## config.mk

```make
export PLATFORM = sky130hd
export DESIGN_NAME = hack_seq
export DESIGN_NICKNAME = d
export VERILOG_FILES = /design/src/rtl/hack_pkg.sv /design/src/rtl/hack_seq_jump_cond.sv /design/src/rtl/hack_seq.sv
export SDC_FILE = /design/constraint.sdc
export NUM_CORES = 1
export LEC_CHECK = 0
export CELL_PAD_IN_SITES_DETAIL_PLACEMENT = 1
export CELL_PAD_IN_SITES_GLOBAL_PLACEMENT = 2
export CORE_MARGIN = 5
export CORE_UTILIZATION = 24
export DETAILED_ROUTE_END_ITERATION = 12
export PLACE_DENSITY = 0.88
export SYNTH_ARGS = -nofsm -noshare
export SYNTH_HDL_FRONTEND = slang
export SYNTH_SLANG_ARGS = --single-unit
```

## constraint.sdc

```tcl
create_clock -name clk -period 2.2 [get_ports clk]
set_input_delay 0.22 -clock clk [delete_from_list [all_inputs] [get_ports clk]]
set_output_delay 0.22 -clock clk [all_outputs]
set_load 0.1 [all_outputs]
```

## src/rtl/hack_pkg.sv

```systemverilog
// rtl/hack_pkg.sv - shared state encoding, widths and instruction field positions
package hack_pkg;

  localparam int ADDR_W_DEF  = 15;
  localparam int INSTR_W_DEF = 16;

  localparam int C_BIT      = 15;
  localparam int WRITEM_BIT = 3;
  localparam int J_MSB      = 2;
  localparam int J_LSB      = 0;

  typedef enum logic [2:0] {
    IDLE  = 3'd0,
    FETCH = 3'd1,
    EXEC  = 3'd2,
    MEMW  = 3'd3,
    HALT  = 3'd4
  } state_t;

endpackage

```

## src/rtl/hack_seq_jump_cond.sv

```systemverilog
// rtl/hack_seq_jump_cond.sv - Hack jump predicate from j-bits and ALU flags
module jump_cond
  import hack_pkg::*;
(
  input  logic [J_MSB-J_LSB:0] j,
  input  logic                 zr,
  input  logic                 ng,
  output logic                 jump
);

  // j[2]: jump if negative, j[1]: if zero, j[0]: if strictly positive
  assign jump = (j[2] & ng) | (j[1] & zr) | (j[0] & ~zr & ~ng);

endmodule

```

## src/rtl/hack_seq.sv

```systemverilog
// rtl/hack_seq.sv - Hack CPU fetch/execute sequencer; optional self-loop halt via HACK_SEQ_HALT_DETECT_EN
module hack_seq
  import hack_pkg::*;
#(
  parameter int ADDR_W  = ADDR_W_DEF,
  parameter int INSTR_W = INSTR_W_DEF
) (
  input  logic               clk,
  input  logic               rst_n,
  input  logic               run,
  output logic               rom_req,
  output logic [ADDR_W-1:0]  rom_addr,
  input  logic               rom_ack,
  input  logic [INSTR_W-1:0] rom_data,
  output logic [INSTR_W-1:0] instr,
  input  logic [INSTR_W-1:0] a_reg,
  input  logic               zr,
  input  logic               ng,
  output logic               exec_en,
  output logic               mem_we,
  input  logic               mem_rdy,
  output logic [ADDR_W-1:0]  pc,
  output logic               halted
);

  state_t             state;
  logic               is_c;
  logic               write_m;
  logic               cond;
  logic               jump;
  logic               commit;
  logic [ADDR_W-1:0]  pc_inc;
  logic [ADDR_W-1:0]  pc_next;
  logic               unused_a_msb;

  assign is_c    = instr[C_BIT];
  assign write_m = is_c & instr[WRITEM_BIT];

  jump_cond u_jump_cond (
    .j    (instr[J_MSB:J_LSB]),
    .zr   (zr),
    .ng   (ng),
    .jump (cond)
  );

  assign jump    = is_c & cond;
  assign pc_inc  = pc + ADDR_W'(1);
  assign pc_next = jump ? a_reg[ADDR_W-1:0] : pc_inc;

  // The commit strobe must follow mem_rdy in the same cycle, so it is a decode
  // of the registered state rather than a flop of its own.
  assign commit   = ((state == EXEC) && !write_m) || ((state == MEMW) && mem_rdy);
  assign exec_en  = commit;
  assign rom_addr = pc;

  assign unused_a_msb = ^a_reg[INSTR_W-1:ADDR_W];

`ifdef HACK_SEQ_HALT_DETECT_EN
  logic prev_a;
  logic halt_hit;

  // "@N / 0;JMP" sitting at N+1 is the canonical Hack end-of-program loop
  assign halt_hit = is_c && (instr[J_MSB:J_LSB] == 3'b111) && prev_a &&
                    (a_reg[ADDR_W-1:0] == (pc - ADDR_W'(1)));
`else
  assign halted = 1'b0;
`endif

  always_ff @(posedge clk or negedge rst_n) begin
    if (!rst_n) begin
      state   <= IDLE;
      pc      <= '0;
      instr   <= '0;
      rom_req <= 1'b0;
      mem_we  <= 1'b0;
`ifdef HACK_SEQ_HALT_DETECT_EN
      prev_a  <= 1'b0;
      halted  <= 1'b0;
`endif
    end else begin
      case (state)
        IDLE: begin
          if (run) begin
            state   <= FETCH;
            rom_req <= 1'b1;
          end
        end
        FETCH: begin
          if (rom_ack) begin
            instr   <= rom_data;
            rom_req <= 1'b0;
            mem_we  <= rom_data[C_BIT] & rom_data[WRITEM_BIT];
            state   <= EXEC;
          end
        end
        EXEC: begin
          if (write_m) state <= MEMW;
        end
        MEMW: begin
          if (mem_rdy) mem_we <= 1'b0;
        end
        HALT: state <= HALT;
        default: state <= IDLE;
      endcase

      if (commit) begin
        pc <= pc_next;
`ifdef HACK_SEQ_HALT_DETECT_EN
        prev_a <= ~is_c;
        if (halt_hit) begin
          state  <= HALT;
          halted <= 1'b1;
        end else
`endif
        if (run) begin
          state   <= FETCH;
          rom_req <= 1'b1;
        end else begin
          state   <= IDLE;
        end
      end
    end
  end

endmodule

```

======== After elaboration in Yosys (flattened, before gate mapping) ========
Index checks and enable logic that the tools add are counted.
storage, ports and cells
  bits in registers ....................... 36
  input bits .............................. 39
  output and inout bits ................... 50
  logic and storage cells ................. 51
cells by class
  add/subtract/negate cells ............... 1
  equality and inequality tests ........... 10
  multiplexer cells ....................... 15
  bitwise operators ....................... 11
  reduce and logical (&&, ||, !) cells .... 9
operators with widths
  kind                                                 count
  adder 15 x 1 -> 15 bit, second input constant        1
  two-way mux 15 bit                                   1
  case mux 3 bit (5 select lines)                      1
  two-way mux 3 bit                                    4
  != test 3 bit, second input constant                 3
  bitwise AND 1 bit                                    7
  two-way mux 1 bit                                    7
  equality test 3 x 2 -> 1 bit, second input constant  2
  != test 2 bit, second input constant                 3
  case mux 1 bit (2 select lines)                      2
  AND reduction 4 bit                                  1
  equality test 3 x 1 -> 1 bit, second input constant  1
  equality test 3 bit, second input constant           1
  logical NOT 3 bit                                    1
  AND reduction 3 bit                                  1
  logical AND 1 bit                                    2
  inverter 1 bit                                       2
  bitwise OR 1 bit                                     2
  AND reduction 2 bit                                  1
  nonzero test 2 bit                                   1
  logical NOT 1 bit                                    1
  logical OR 1 bit                                     1

======== Depth between registers and ports, before layout ========
Gate-level depths: netlist of run 1.
  word-level depth ........................ 6
  gate-level depth with buffers ........... 8
  mapped depth without buffers ............ 5

======== Modules after synthesis ========
Synthesis of run 1 repeated with hierarchy kept, for this count alone.
unflattened totals
  cell total of the unflattened synthesis .. 192
  area total of the unflattened synthesis .. 1990.7 um^2
by module, submodules not included
  module     instances  cells an instance  area each (um^2)  seq. area each (um^2)
  hack_seq   1          190                1973.1            900.9
  jump_cond  1          2                  17.5              0.0

======== Worst setup path after synthesis of run 1 ========
Ideal clock, no wire load.
  kind .................................... reg-to-reg
  from .................................... reg pc[3]
  to ...................................... reg pc[13]
  library setup time ...................... 0.129 ns
  data arrival time ....................... 2.445 ns
  required time ........................... 2.071 ns
  setup slack ............................. -0.374 ns
  cell stages (with the launch flop) ...... 6
  buffers on the path ..................... 1
  path through ............................ dfrtp_1 > buf_2 > nand4_2 > or4_1 > and3_1 > a2111o_1
between the ends
  word-level cells in the longest chain between the ends .. 2
RTL lines
  what                    RTL line         source
  from (decl)             hack_seq.sv:22   output logic [ADDR_W-1:0] pc,
  from (signal assigned)  hack_seq.sv:107  pc <= pc_next;
  adder 15 x 1 -> 15 bit  hack_seq.sv:47   assign pc_inc = pc + ADDR_W'(1);
  two-way mux 15 bit      hack_seq.sv:48   assign pc_next = jump ? a_reg[ADDR_W-1:0] : pc_inc;
Every way passes these cells.
A chain may end at the register's enable or synchronous reset.

======== Worst setup path after layout of run 1 ========
  from .................................... reg state[1]
  to ...................................... out exec_en
between the ends
  word-level cells in the longest chain between the ends .. 3
  elaborated cells on any way between the ends .. 5
RTL lines
  what                          RTL line        source
  from (decl)                   hack_seq.sv:26  state_t state;
  from (signal assigned)        hack_seq.sv:71  state <= IDLE;
  from (signal assigned)        hack_seq.sv:84  state <= FETCH;
  from (signal assigned)        hack_seq.sv:93  state <= EXEC;
  equality test 3 x 2 -> 1 bit  hack_seq.sv:52  assign commit = ((state == EXEC) && !write_m) || ((state == MEMW) && mem_rdy);
  logical AND 1 bit             hack_seq.sv:52
  logical OR 1 bit *            hack_seq.sv:52
  to (decl)                     hack_seq.sv:19  output logic exec_en,
Mark *: on every way between the ends. The rest lies on a longest branch, timed or not.

==> reports/metrics.yaml, run 1 <==
setup_path:
  rr_startpoint: "pc[8]$_DFFE_PN0P_"
  cp_slowest_stage_delay_ns: 0.48
  critical_path.reg2reg.endpoint: "pc[13]$_DFFE_PN0P_"
  timing.critical_path.fanout_max: 11
  critical-path-slowest-cell: "sky130_fd_sc_hd__dfrtp_1"
  worst_setup_path_start_kind: "flop"
  r2r_cell_count: 4
  ordered_list_of_cells_on_the_worst_path: "nor2b_1, o21ai_2, inv_1, buf_12"
  critPathLaunch: "state[1]$_DFFE_PN0P_"
  timing.critical_path.buf_inv: 2
  timing.critical_path.arrival_ns: 1.71
  crit_type: "reg2out"
  cp.required_ns: 1.98
  end_kind: "output pin"
  cpLargestDelayFamily: "buffers and inverters"
  worst-r2r-setup-slack_ns: 0.31
routing:
  via_count: 1768
  drt.antenna.violating_nets: 0
  drt_first_pass_iters: 4
  viasPerCell: 4.740
  postRouteWirelength_mm: 6.026
  initialDrtViolationCount: 51
  drc: 0
  wire_per_inst_um: 16.16
clock_tree:
  htree_levels: 2
  ctsLongestPathBuffers: 2
  cts.reportedPaths.clkPinSlew_ns: 0.08
  ctsRootBufferMaster: "sky130_fd_sc_hd__clkbuf_8"
  post_cts.resized_instances: 0
  worst_skew_late_latency_ns: 0.29
  cts_tree: "built"
  cts-hold-fix-buffers: 0
  clock_sinks: 36
  postCtsSetupRepairBufs: 0
  numCtsBuffers: 5
synth:
  synth-async-reset-ratio: 1.000
  synth.most_common_cell: "sky130_fd_sc_hd__dfrtp_1"
  yosys.area.top_type_share: 0.4543
  syn_area_per_cell_um2: 10.28
  yosys_warnings: 0
  synth_cells: 193
  synthTopCellsByArea: "sky130_fd_sc_hd__dfrtp_1, sky130_fd_sc_hd__mux2_2, sky130_fd_sc_hd__buf_4"
  yosysSeqAreaShare: 0.4543
  synthesis.area_um2: 1983
  synth.top_cells.by_count: "sky130_fd_sc_hd__dfrtp_1, sky130_fd_sc_hd__buf_4, sky130_fd_sc_hd__mux2_2"
  yosysTopAreaCell: "sky130_fd_sc_hd__dfrtp_1"
  synth-edff-count: 0
  synth.lib_cells_used.distinct: 41
  ys_ff_latch: 36
  synth-main-ff-cell: "sky130_fd_sc_hd__dfrtp_1"
  synthesis.nets: 233
sta:
  fin_skew_ns: 0.007179
  layout_min_cycle_time_ns: 1.931
  upper_clock_frequency_limit_ghz: 0.5179
  setup_total_negative_slack_ns: 0
  tightest_slew_ns: 0.8673
  setup_slack_ns: 0.2693
  hold_viol: 0
  layout_worst_path_cycle_share: 0.8776
  timing.slew.headroom: 0.4218
  finalMaxSlewViolations: 0
  rsz_0062_raised_after_global_routing: "false"
  finalSetupViolCount: 0
grt:
  grt_overflow: 0
  globalRouteTotalUtil: 0.1239
  grt_antenna_before_repair: 0
  first_global_vias: 1960
  grt_pass1_wl_mm: 9.867
  grt_start_max_net_pins: 37
job:
  max-cap-violations: 0
min_path:
  hp-class: "in2async"
placement:
  detailed_place_hpwl_mm: 4.633
  dp_slack_ns: 0.2281
  port_buffers: 86
  place.gp.congestion: 0.6943
floorplan:
  floorplan.die_area_um2: 10180
  die-height_um: 100.9
  ios: 89
  coreArea_um2: 8134
  floorplan.die.width_um: 100.9
  start_util: 0.2438
  rows: 33
finish:
  area.growth.synth_to_final_pct: 45.93
  fraction_of_layout_cells_with_a_size_suffix_above_1: 0.3731
  num-nets-final: 307
  antenna_cells: 0
outcome:
  outcome: "completed"
layout by cell type (no fill, tap or decap), types with 3 or more instances in the layout:
cell type and n:
sky130_fd_sc_hd__buf_4 56, sky130_fd_sc_hd__clkdlybuf4s50_1 36, sky130_fd_sc_hd__mux2i_1 11, sky130_fd_sc_hd__a2bb2oi_1 3, sky130_fd_sc_hd__o21ai_0 9, sky130_fd_sc_hd__and3_1 3
sky130_fd_sc_hd__nor2_1 8, sky130_fd_sc_hd__clkbuf_8 5, sky130_fd_sc_hd__nand4_1 3, sky130_fd_sc_hd__nor4_1 6, sky130_fd_sc_hd__nand3_1 6, sky130_fd_sc_hd__mux2_2 16
sky130_fd_sc_hd__nor3_1 8, sky130_fd_sc_hd__dfrtp_2 14, sky130_fd_sc_hd__nand2_1 8, sky130_fd_sc_hd__dfrtp_1 22, sky130_fd_sc_hd__inv_1 7, sky130_fd_sc_hd__o2bb2ai_1 5
sky130_fd_sc_hd__a21oi_1 8
worst register-to-register path: cells and delay by family (launching register included):
kind / cells / cell delay, ns
DFF: 1 / 0.45
AOI/OAI and AO/OA: 1 / 0.37
and+or+nand+nor: 3 / 0.95
kinds of logic after synthesis:
family | share of synthesized area
fa+ha+maj | 0.006308
simple gates | 0.1571
buf+inv | 0.09905
mux | 0.1464
other cells | 0.001891
compound gates | 0.1350
flops | 0.4543
routing by layer:
layer / share of wire / track usage / wire length, µm
met5: 0 / 0 / 0
met4: 0.014 / 0.04090 / 86
met3: 0.099 / 0.04913 / 595
met2: 0.48 / 0.2081 / 2872
met1: 0.41 / 0.1438 / 2472
through the flow:
stage,hold slack (ns),std cells,cell area (µm²),util
floorplan,-0.07559,193,2001,-
global placement,0.3893,365,2786,0.3426
detailed placement,0.3892,365,2786,0.3426
CTS,0.06395,373,2894,0.3558
global route,0.1118,373,2894,0.3558
finish,0.04061,373,2894,0.3558
final cells by class:
cell class | instances | area (µm²)
flip-flops and latches | 36 | 918.4
repair buffers | 94 | 805.8
well taps | 105 | 131.4
multi-input cells | 123 | 904.6
inverters | 7 | 26.28
clock buffers | 6 | 72.57
clock inverters | 2 | 35.03
fillers | 938 | 5240
state kept, by name, indices dropped and copies added, names as in the netlist:
register and cells:
instr 16, mem_we 1, pc 15, rom_req 1
state 3
worst max path at each step:
stage | to | slack, ns | cells after the start
4_1_cts | exec_en | 0.22 | 4
3_3_place_gp | pc[13]$_DFFE_PN0P_ | 0.24 | 5
6_report | exec_en | 0.27 | 4
5_1_grt | exec_en | 0.12 | 4
2_1_floorplan | pc[13]$_DFFE_PN0P_ | -0.08 | 4
3_5_place_dp | pc[13]$_DFFE_PN0P_ | 0.23 | 5
Power of run 1 is not shown: default switching activity piles up to over one toggle a cycle in this logic, so the estimate is an artifact.
==> run 2: changes to the inputs <==
--- a/config.mk
+++ b/config.mk
@@ -5,6 +5,7 @@
 export SDC_FILE = /design/constraint.sdc
 export NUM_CORES = 1
 export LEC_CHECK = 0
+export CAP_MARGIN = 20
 export CELL_PAD_IN_SITES_DETAIL_PLACEMENT = 1
 export CELL_PAD_IN_SITES_GLOBAL_PLACEMENT = 2
 export CORE_MARGIN = 5
==> results of run 2 <==
The final DEF is identical to that of run 1; final timing and power are the same.
Power of run 2 is left out for the same reason.
